--- config.mk ---
export PLATFORM = sky130hd
export DESIGN_NAME = riscv_rf_wb_arbiter
export DESIGN_NICKNAME = d
export VERILOG_FILES = /design/src/rtl/riscv_rf_wb_arbiter.sv
export SDC_FILE = /design/constraint.sdc
export NUM_CORES = 1
export LEC_CHECK = 0
export CAP_MARGIN = 20
export CORE_AREA = 2 2 91 93
export CTS_CLUSTER_DIAMETER = 60
export DETAILED_ROUTE_END_ITERATION = 6
export DIE_AREA = 0 0 93 95
export PLACE_DENSITY = 0.85
export SYNTH_ARGS = -nofsm -noshare
export SYNTH_HDL_FRONTEND = slang
export SYNTH_SLANG_ARGS = --single-unit
--- constraint.sdc ---
create_clock -name clk -period 3.3 [get_ports clk]
set_input_delay 0.495 -clock clk [delete_from_list [all_inputs] [get_ports clk]]
set_output_delay 0.495 -clock clk [all_outputs]
set_load 0.03 [all_outputs]
--- src/rtl/riscv_rf_wb_arbiter.sv ---
// -----------------------------------------------------------------------------
// riscv_rf_wb_arbiter
//
// Arbitrates two writeback requesters (0: ALU, 1: LSU) onto the single
// register-file write port and keeps a pending-write scoreboard for the issue
// stage.
//
// Build option:
//   RF_WB_ROUND_ROBIN_EN  defined   -> one-bit round-robin priority pointer.
//                         undefined -> requester 0 always has priority and no
//                                      pointer state exists.
//
// Ports:
//   clk                 single clock, rising-edge
//   reset               asynchronous active-low reset
//   wb0_valid_i/ready_o requester 0 handshake (ready is combinational grant)
//   wb0_addr_i/data_i   requester 0 destination register / data
//   wb1_valid_i/ready_o requester 1 handshake (ready is combinational grant)
//   wb1_addr_i/data_i   requester 1 destination register / data
//   rf_wr_en_o          registered regfile write enable (never for x0)
//   rf_wr_addr_o        registered regfile write address
//   rf_wr_data_o        registered regfile write data
//   sb_set_i            issue stage marks sb_set_addr_i pending
//   sb_set_addr_i       register to mark pending
//   rs0_addr_i/rs1_addr_i issue-stage source registers
//   rs0_busy_o/rs1_busy_o combinational pending flags for those sources
// -----------------------------------------------------------------------------
module riscv_rf_wb_arbiter (
  input  logic        clk,
  input  logic        reset,

  input  logic        wb0_valid_i,
  output logic        wb0_ready_o,
  input  logic [4:0]  wb0_addr_i,
  input  logic [31:0] wb0_data_i,

  input  logic        wb1_valid_i,
  output logic        wb1_ready_o,
  input  logic [4:0]  wb1_addr_i,
  input  logic [31:0] wb1_data_i,

  output logic        rf_wr_en_o,
  output logic [4:0]  rf_wr_addr_o,
  output logic [31:0] rf_wr_data_o,

  input  logic        sb_set_i,
  input  logic [4:0]  sb_set_addr_i,

  input  logic [4:0]  rs0_addr_i,
  input  logic [4:0]  rs1_addr_i,
  output logic        rs0_busy_o,
  output logic        rs1_busy_o
);

  localparam int unsigned DataW   = 32;
  localparam int unsigned AddrW   = 5;
  localparam int unsigned NumRegs = 32;

  // ---------------------------------------------------------------------------
  // Priority selection
  // ---------------------------------------------------------------------------
  // w_prio1 = 1 means requester 1 wins when both are valid.
  logic w_prio1;
  logic w_grant0;
  logic w_grant1;

`ifdef RF_WB_ROUND_ROBIN_EN
  logic r_prio;
  logic w_prio_d;

  assign w_prio1 = r_prio;

  // Pointer moves to the requester that was not granted; holds when idle.
  always_comb begin
    w_prio_d = r_prio;
    if (w_grant0) begin
      w_prio_d = 1'b1;
    end else if (w_grant1) begin
      w_prio_d = 1'b0;
    end
  end

  always_ff @(posedge clk or negedge reset) begin
    if (!reset) begin
      r_prio <= 1'b0;
    end else begin
      r_prio <= w_prio_d;
    end
  end
`else
  assign w_prio1 = 1'b0;
`endif

  // Grants are qualified with reset so both readies read 0 while in reset.
  always_comb begin
    w_grant0 = reset & wb0_valid_i & (~wb1_valid_i | ~w_prio1);
    w_grant1 = reset & wb1_valid_i & (~wb0_valid_i |  w_prio1);
  end

  assign wb0_ready_o = w_grant0;
  assign wb1_ready_o = w_grant1;

  // ---------------------------------------------------------------------------
  // Transfer mux
  // ---------------------------------------------------------------------------
  logic             w_xfer;
  logic [AddrW-1:0] w_xfer_addr;
  logic [DataW-1:0] w_xfer_data;

  always_comb begin
    w_xfer      = w_grant0 | w_grant1;
    w_xfer_addr = w_grant1 ? wb1_addr_i : wb0_addr_i;
    w_xfer_data = w_grant1 ? wb1_data_i : wb0_data_i;
  end

  // ---------------------------------------------------------------------------
  // Registered regfile write port
  // ---------------------------------------------------------------------------
  logic             r_wr_en;
  logic [AddrW-1:0] r_wr_addr;
  logic [DataW-1:0] r_wr_data;

  // x0 transfers still capture addr/data but never raise the enable.
  always_ff @(posedge clk or negedge reset) begin
    if (!reset) begin
      r_wr_en   <= 1'b0;
      r_wr_addr <= '0;
      r_wr_data <= '0;
    end else begin
      r_wr_en <= w_xfer && (w_xfer_addr != '0);
      if (w_xfer) begin
        r_wr_addr <= w_xfer_addr;
        r_wr_data <= w_xfer_data;
      end
    end
  end

  assign rf_wr_en_o   = r_wr_en;
  assign rf_wr_addr_o = r_wr_addr;
  assign rf_wr_data_o = r_wr_data;

  // ---------------------------------------------------------------------------
  // Pending-write scoreboard
  // ---------------------------------------------------------------------------
  logic [NumRegs-1:0] r_busy;
  logic [NumRegs-1:0] w_busy_d;

  // Clear on transfer first so a same-cycle set of the same register wins.
  always_comb begin
    w_busy_d = r_busy;
    if (w_xfer) begin
      w_busy_d[w_xfer_addr] = 1'b0;
    end
    if (sb_set_i && (sb_set_addr_i != '0)) begin
      w_busy_d[sb_set_addr_i] = 1'b1;
    end
    w_busy_d[0] = 1'b0;
  end

  always_ff @(posedge clk or negedge reset) begin
    if (!reset) begin
      r_busy <= '0;
    end else begin
      r_busy <= w_busy_d;
    end
  end

  // ---------------------------------------------------------------------------
  // Source busy lookup
  // ---------------------------------------------------------------------------
  // The busy bit is cleared as the transfer completes, but the data only lands
  // in the regfile one cycle later, so the in-flight write also counts.
  logic w_rs0_inflight;
  logic w_rs1_inflight;

  always_comb begin
    w_rs0_inflight = r_wr_en && (r_wr_addr == rs0_addr_i);
    w_rs1_inflight = r_wr_en && (r_wr_addr == rs1_addr_i);
    rs0_busy_o     = 1'b0;
    rs1_busy_o     = 1'b0;
    if (rs0_addr_i != '0) begin
      rs0_busy_o = r_busy[rs0_addr_i] | w_rs0_inflight;
    end
    if (rs1_addr_i != '0) begin
      rs1_busy_o = r_busy[rs1_addr_i] | w_rs1_inflight;
    end
  end

  // At most one transfer per cycle.
  grant_onehot_a : assert property (@(posedge clk) disable iff (!reset)
                                    !(w_grant0 && w_grant1));

endmodule

==> impl_metrics.json, run 1 <==
{
  "power.internal_mw": 1.866,
  "ir_drop_mv": 0.2599,
  "synth_flop_cell": "dfrtp_1",
  "synth_edf_count": 0,
  "seqPwrFrac": 0.425,
  "crit_family": "buffers and inverters",
  "tightest_slew_ps": 1005,
  "initial_core_util": 0.4755,
  "max_slew_margin": 0.3294,
  "tritoncts": "built",
  "final_cell_mix": "clkdlybuf4s50_1 (130), dfrtp_1 (69), o21ai_0 (66)",
  "ys_ff_latch": 69,
  "antenna_cells": 0,
  "cp_slowest_cell": "clkdlybuf4s50_1",
  "ant_nets": 0,
  "clkPwrFrac": 0.257,
  "worstPathArrival_ps": 2600,
  "seq_area_frac_synth": 0.4580,
  "layout-area-overhead-vs-synth_pct": 43.84,
  "syn-num-nets": 465,
  "r2r-start": "rf_wr_data_o[26]",
  "setup_slack_ps": 203.1,
  "combPwrFrac": 0.318,
  "numPortBuffers": 135,
  "antenna_found_initial": 0,
  "routabilityCongestion": 0.9865,
  "root_buffer": "clkbuf_8",
  "crit_type": "in2out",
  "synth_top_cell_by_area": "dfrtp_1",
  "wl_per_cell_um": 18.78,
  "die_h_um": 95,
  "synth_cell_types": 41,
  "status": "complete, no violations",
  "final_common_cell": "clkdlybuf4s50_1",
  "p_sw_mw": 0.9021,
  "required_ps": 2800,
  "cts_buffer_depth": 2,
  "drt_drc_violations_left": 0,
  "crit_path_end": "rs0_busy_o",
  "clock_skew_ps": 0,
  "maxCapViolCount": 0,
  "finalHoldViolCount": 0,
  "crit_buf_inv": 4,
  "reg2reg_depth": 2,
  "io_pins": 136,
  "finalCritPeriodShare": 0.9385,
  "slew_violations": 0,
  "crit_fanout": 7,
  "via_count": 3818,
  "crit_chain": "clkdlybuf4s50_1, buf_12, buf_4, mux2_2, a221oi_1, a2111oi_0, a2111oi_1, a21oi_1, clkbuf_2",
  "clk_latency_ps": 330,
  "synth_area_per_cell_um2": 10.16,
  "grt_pass1_vias": 3735,
  "syn_area_um2": 3770,
  "vias_per_cell": 6.239,
  "cts.sinks": 69,
  "final_nets": 596,
  "power_per_cell_area_nw_per_um2": 510.5,
  "setup_viol_count_final": 0,
  "cts_hold_buf": 0,
  "grt_max_degree": 84,
  "rsz0062_at_grt": "no",
  "synth_cells": 371,
  "dieArea_um2": 8835,
  "cts-buffers-inserted": 9,
  "ys_warn_count": 0,
  "wirelength_mm": 11.50,
  "post-cts-setup-buffer-count": 0,
  "path_clk_slew_ps": 70,
  "post-route-min-period_ps": 3097,
  "crit_path_start": "rs0_addr_i[0]",
  "drtIter0Drc": 336,
  "async_reset_ff_frac": 1.000,
  "die_w_um": 93,
  "fmax_mhz": 322.9,
  "path_depth": 9,
  "pre_cts_slack_ps": -243.5,
  "grt_pass1_wl_mm": 18.20,
  "synth_top_area_share": 0.4580,
  "crit_path_end_kind": "output port",
  "worstReg2RegEnd": "rf_wr_data_o[26]",
  "globalRouteTotalUtil": 0.2662,
  "finalPower_mw": 2.768,
  "reg2reg_slack_ps": 2450,
  "hold_path_class": "in2async",
  "drtPass1Iterations": 5,
  "cts-htree-levels": 3,
  "drive_above_1_share": 0.09270,
  "swShare": 0.3259,
  "overflow": 0,
  "leakage_nw": 2.087,
  "fp.coreArea_um2": 7928,
  "ys_top_cells_by_area": "dfrtp_1 (46%), o22ai_1 (11%), o21ai_0 (8.8%), mux4_2 (5.4%), a21oi_1 (4.4%)",
  "max_stage_delay_ps": 510,
  "start_kind": "input pin",
  "dp_hpwl_mm": 8.468,
  "rows": 33
}
## kinds of logic after synthesis
family          count (synthesis)  share of synthesized area
xor+xnor                        9                    0.02091
mux                            31                     0.1357
buf+inv                        29                    0.03584
compound gates                176                     0.2632
simple gates                   57                    0.08630
flops                          69                     0.4580
## worst min path at each step
stage / from / to / slack, ps
floorplan: reset / r_busy[10] / 200
global placement: reset / r_busy[20] / 400
detailed placement: reset / r_busy[20] / 400
CTS: reset / rf_wr_data_o[8] / 30
global route: reset / r_busy[21] / 40
finish: reset / r_busy[20] / 40
## Yosys cell counts (all sizes together), types with 2 or more instances
library cell and instances:
o21ai 69, o22ai 64, clkbuf 15, xor2 7, a2111oi 2, or3 5, nand3b 11, nand3 9
mux4 14, mux2i 11, a21o 3, nor2 9, nand2 12, inv 4, buf 10, a21oi 33
dfrtp 69, xnor2 2, mux2 6, nor3 2, or3b 2
## through the flow
stage	utilization	hold WS, ps	setup TNS [ps]	cells	area [um^2]
after floorplan	-	199.4	0	371	3770
after global placement	0.6581	395.0	-351.3	596	5218
after detailed placement	0.6581	396.6	-452.9	596	5218
after CTS	0.6843	29.20	0	612	5425
after global routing	0.6840	37.24	0	612	5423
final	0.6840	38.65	0	612	5423
## registers in the layout (all words and copies together), names as in the netlist
signal,flops
rf_wr_data_o,32
r_busy,31
rf_wr_addr_o,5
rf_wr_en_o,1
## power groups by stage
stage / clock [mW] / combinational, mW / sequential [mW]
after detailed placement: 0 / 0.877 / 1.18
final: 0.712 / 0.880 / 1.18
after CTS: 0.727 / 0.877 / 1.17
after global placement: 0 / 0.853 / 1.17
after global routing: 0.764 / 0.950 / 1.19
after floorplan: 0 / 0.387 / 1.25
## timing repair
item | 4_1_cts | 5_1_grt
pin swaps | 0 | 1
endpoints found under the hold margin | 0 | 0
cloned | 0 | 0
setup endpoints to repair | 2 | 1
resized for setup | 3 | 3
## worst reg2reg max path, stage by stage (launching register included)
cell     delay (ps)
dfrtp_1         420
o22ai_1         170
a21oi_1         100
## cell type report
| class | instances | area, um^2 |
|---|---|---|
| sequential | 69 | 1727 |
| fill | 589 | 2505 |
| clock buffer | 13 | 168.9 |
| tap | 105 | 131.4 |
| inverter | 4 | 17.52 |
| clock inverter | 3 | 42.54 |
| multi-input combinational | 273 | 1909 |
| timing repair buffer | 145 | 1426 |
## routing by layer
metal  share of wire  routed length [um]  up-vias  global-route usage
met5               0                   0        -                   0
met4           0.034                 395        0              0.1189
met3           0.079                 906       37             0.05826
met2            0.50                5698      210              0.4505
met1            0.39                4496     1843              0.3287
li1                -                   -     1728                   -
Note: power is estimated with default switching activity, not from simulation.
==> inputs of run 2 (changes only) <==
--- a/config.mk
+++ b/config.mk
@@ -12,2 +12,3 @@
 export DIE_AREA = 0 0 93 95
+export HOLD_SLACK_MARGIN = 0.02
 export PLACE_DENSITY = 0.85
==> constraint.sdc (replaced) <==
create_clock -name clk -period 3.3 [get_ports clk]
set_input_delay 0.33 -clock clk [delete_from_list [all_inputs] [get_ports clk]]
set_output_delay 0.33 -clock clk [all_outputs]
set_load 0.03 [all_outputs]
==> run 2 against run 1 <==
  * The run now ends with design-rule violations left
  * Worst hold slack gained 380 ps
  * Via count is 1.9% lower
  * Count of clock-buffer cells in the layout shrank 1
  * Highest routed layer unchanged
  * First-iteration DRC count up 3.0%
  * Clock power shrank 13%
  * Utilization fell by 0.21 points
  * Flip-flop and latch count unchanged
==> impl_metrics.json, run 2 (same netlist as run 1, synthesis figures left out) <==
{
  "post-route-min-period_ps": 2891,
  "max_slew_margin": 0.3200,
  "antenna_cells": 0,
  "cp_slowest_cell": "clkdlybuf4s50_1",
  "cts-htree-levels": 3,
  "power_per_cell_area_nw_per_um2": 496.4,
  "crit_buf_inv": 2,
  "clk_latency_ps": 340,
  "grt_pass1_wl_mm": 18.35,
  "ir_drop_mv": 0.2315,
  "root_buffer": "clkbuf_8",
  "overflow": 0,
  "tritoncts": "built",
  "initial_core_util": 0.4755,
  "drive_above_1_share": 0.08679,
  "pre_cts_slack_ps": 50.74,
  "setup_slack_ps": 409.4,
  "finalPower_mw": 2.684,
  "status": "finished with violations",
  "cts-buffers-inserted": 9,
  "die_h_um": 95,
  "globalRouteTotalUtil": 0.2692,
  "hold_path_class": "in2async",
  "crit_chain": "clkdlybuf4s50_1, mux4_1, mux4_2, o31a_1, dlymetal6s2s_1",
  "io_pins": 136,
  "fin_setup_tns_ps": 0,
  "clock_skew_ps": 0,
  "vias_per_cell": 6.123,
  "path_clk_slew_ps": 70,
  "final_cell_mix": "clkdlybuf4s50_1 (132), dfrtp_1 (69), o21ai_0 (66)",
  "drt_drc_violations_left": 4,
  "slew_violations": 0,
  "maxCapViolCount": 0,
  "worstPathArrival_ps": 2560,
  "start_kind": "input pin",
  "crit_fanout": 6,
  "required_ps": 2970,
  "crit_family": "multiplexers",
  "fmax_mhz": 345.9,
  "violations": "design-rule violations",
  "tightest_slew_ps": 1019,
  "wirelength_mm": 11.57,
  "max_stage_delay_ps": 620,
  "finalCritPeriodShare": 0.8759,
  "cts.sinks": 69,
  "cts_buffer_depth": 2,
  "crit_path_start": "rs1_addr_i[0]",
  "ant_nets": 0,
  "setup_viol_count_final": 0,
  "finalHoldViolCount": 0,
  "wl_per_cell_um": 18.90,
  "rsz0062_at_grt": "no",
  "grt_pass1_vias": 3671,
  "drtPass1Iterations": 7,
  "final_nets": 596,
  "dp_hpwl_mm": 8.317,
  "antenna_found_initial": 0,
  "rows": 33,
  "grt_max_degree": 84,
  "crit_type": "in2out",
  "drtIter0Drc": 346,
  "dieArea_um2": 8835,
  "fill_cells": 603,
  "fp.coreArea_um2": 7928,
  "final_common_cell": "clkdlybuf4s50_1",
  "numPortBuffers": 135,
  "crit_path_end_kind": "output port",
  "leakage_nw": 2.091,
  "r2r-start": "rf_wr_data_o[27]",
  "routabilityCongestion": 0.8474,
  "largest_register_ffs": 32,
  "via_count": 3747,
  "die_w_um": 93,
  "layout-area-overhead-vs-synth_pct": 43.41
}
-- run 2: what timing repair did --
item                                    4_1_cts  5_1_grt
hold endpoints to repair                     18        0
hold buffers                                  1        0
buffers inserted                              0        0
resized for setup                             0        3
endpoints found under the setup margin        0        2
-- run 2: path summary, 6_finish.rpt --
check	end	slack (ps)	cells after the start
min	r_busy[1]	420	2
max in group asynchronous	r_busy[20]	1660	3
max	rs1_busy_o	410	5
max reg2reg	rf_wr_data_o[27]	2460	2
min in group clk	r_busy[15]	560	2
min reg2reg	r_busy[15]	560	2
-- run 2: worst reg2reg max path, stage by stage (launching register included) --
cell,delay (ps)
dfrtp_1,410
o22ai_1,170
a21oi_1,100
-- run 2: cell type report --
class / count / area (um^2) / area share
tap: 105 / 131.4 / 0.02430
inverter: 4 / 17.52 / 0.003240
timing repair buffer: 145 / 1444 / 0.2671
multi-input combinational: 273 / 1909 / 0.3532
clock inverter: 4 / 22.52 / 0.004166
sequential: 69 / 1727 / 0.3194
clock buffer: 12 / 155.1 / 0.02870
-- run 2: layer usage --
layer	part of all wire	vias up	track usage
met5	0	-	0
met4	0.024	0	0.1140
met3	0.073	30	0.06225
met2	0.50	192	0.4426
met1	0.41	1800	0.3445
li1	-	1725	-
-- run 2: metrics by stage --
stage	utilization	cells	hold WS [ps]	cell area, um^2
3_5_place_dp	0.6575	595	237.5	5213
2_1_floorplan	-	371	34.41	3770
5_1_grt	0.6820	612	457.1	5406
3_3_place_gp	0.6575	595	230.7	5213
6_report	0.6820	612	421.4	5406
4_1_cts	0.6812	612	422.0	5400
-- run 2: where the power goes --
group | internal [mW] | total [mW] | switching [mW]
registers | 1.01 | 1.18 | 0.164
clock network | 0.310 | 0.622 | 0.312
logic | 0.449 | 0.886 | 0.438
==> inputs of run 3 (changes only) <==
CORE_AREA = 2 2 95 97   (was 2 2 91 93)
DIE_AREA = 0 0 97 99   (was 0 0 93 95)
PLACE_DENSITY = 0.79   (was 0.85)
clock period = 3.16 ns   (was 3.3 ns; I/O delays follow)
==> run 3 against run 2 <==
  * Sequential power up 4%
  * Die area up 8.7%
  * Register-to-register slack worse by 140 ps
  * Highest routed layer unchanged
  * Total power up 6.9%
  * Sequential share of layout area down 0.17 points
  * Critical path depth unchanged
  * Wire length up 2.6%
  * Final cell count up 0.65%
  * Via count up 2.0%
  * Combinational power up 5.1%
  * Clock skew unchanged
  * The run now ends clean
==> impl_metrics.json, run 3 (same netlist as run 1, synthesis figures left out) <==
{
  "clock_skew_ps": 0,
  "worstPathArrival_ps": 2660,
  "fin_util": 0.6356,
  "wirelength_mm": 11.87,
  "root_buffer": "clkbuf_8",
  "overflow": 0,
  "hold_path_class": "in2async",
  "crit_type": "in2out",
  "die_w_um": 97,
  "multi_input_area_um2": 1909,
  "grt_max_degree": 56,
  "leakage_nw": 2.092,
  "use_met2": 0.4225,
  "finalCritPeriodShare": 0.9411,
  "wl_per_cell_um": 19.27,
  "max_slew_margin": 0.3020,
  "largest_register_ffs": 32,
  "drtIter0Drc": 344,
  "routabilityCongestion": 0.9108,
  "fin_setup_tns_ps": 0,
  "vias_per_cell": 6.206,
  "grt_use_met1": 0.3077,
  "clk_latency_ps": 320,
  "dieArea_um2": 9603,
  "ir_drop_mv": 0.2308,
  "final_cell_mix": "clkdlybuf4s50_1 (132), dfrtp_1 (69), o21ai_0 (66)",
  "grt_pass1_wl_mm": 19.38,
  "setup_viol_count_final": 0,
  "placed_area_um2": 5231,
  "antenna_found_initial": 0,
  "drtPass1Iterations": 5,
  "antenna_cells": 0,
  "layout-area-overhead-vs-synth_pct": 44.18,
  "layout.cells.non_filler": 616,
  "crit_path_end_kind": "output port",
  "hold_ws_ps": 395.6,
  "post-route-min-period_ps": 2974,
  "start_kind": "input pin",
  "placed_cells": 600,
  "io_pins": 136,
  "gr-max-usage-layer": "met2",
  "fill_cells": 663,
  "cts.sinks": 69,
  "register_area_um2": 1727,
  "via_count": 3823,
  "numPortBuffers": 135,
  "rsz0062_at_grt": "no",
  "met3_usage": 0.06809,
  "cts_buffer_depth": 2,
  "tightest_slew_ps": 1046,
  "tritoncts": "built",
  "final_nets": 598,
  "finalHoldViolCount": 0,
  "globalRouteTotalUtil": 0.2518,
  "grt_pass1_vias": 3906,
  "dp_hpwl_mm": 8.530,
  "slew_violations": 0,
  "crit_fanout": 6,
  "cts-htree-levels": 3,
  "status": "complete, no violations",
  "ant_nets": 0,
  "fin_area_um2": 5435,
  "fmax_mhz": 336.3,
  "rows": 34,
  "required_ps": 2840,
  "fp.coreArea_um2": 8551,
  "initial_core_util": 0.4409,
  "die_h_um": 99,
  "drive_above_1_share": 0.08661,
  "cts-buffers-inserted": 9,
  "drt_drc_violations_left": 0,
  "path_clk_slew_ps": 80,
  "power_per_cell_area_nw_per_um2": 527.9,
  "final_common_cell": "clkdlybuf4s50_1",
  "maxCapViolCount": 0
}
[run 3: repair_timing]
| action | CTS | global route |
|---|---|---|
| endpoints found under the setup margin | 1 | 1 |
| buffers inserted | 0 | 0 |
| endpoints found under the hold margin | 7 | 0 |
| resized for setup | 1 | 2 |
| gates cloned | 0 | 0 |
| hold buffers | 1 | 0 |
| pin swaps | 0 | 0 |
[run 3: worst max-delay path: stages]
cell	delay, ps
clkdlybuf4s50_1	630
mux4_1	580
mux4_2	490
o31a_1	290
dlygate4sd2_1	350
[run 3: layer usage]
metal	wire length, um	vias to the layer above
met2	5912	226
met4	323	0
met3	933	34
met1	4700	1841
met5	0	-
li1	-	1722
[run 3: final cells by class]
type	count	share of cell area
Clock inverter	3	0.008517
Timing Repair Buffer	147	0.2677
Tap cell	108	0.02486
Inverter	4	0.003223
Sequential cell	69	0.3177
Clock buffer	12	0.02670
Multi-Input combinational cell	273	0.3513
[run 3: final timing paths]
kind	startpoint	endpoint	slack, ps	cells past startpoint
max in group asynchronous	reset	r_busy[25]	1830	3
min reg2reg	r_busy[27]	r_busy[27]	550	2
min in group clk	r_busy[27]	r_busy[27]	550	2
max	rs1_addr_i[0]	rs1_busy_o	190	5
max reg2reg	rf_wr_data_o[29]	rf_wr_data_o[29]	2320	2
min	reset	r_busy[22]	400	2
[run 3: stage by stage]
stage | setup WS (ps) | power, mW
after CTS | 35.79 | 2.871
final | 186.2 | 2.869
after detailed placement | -48.48 | 2.154
after floorplan | 1061 | 1.709
after global placement | -23.09 | 2.118
after global routing | 106.2 | 3.008
[run 3: power by group]
part	internal (mW)	switching, mW	leakage (nW)
sequential	1.06	0.169	0.805
combinational	0.469	0.461	1.19
clock	0.384	0.329	0.0927
total	1.91	0.960	2.09
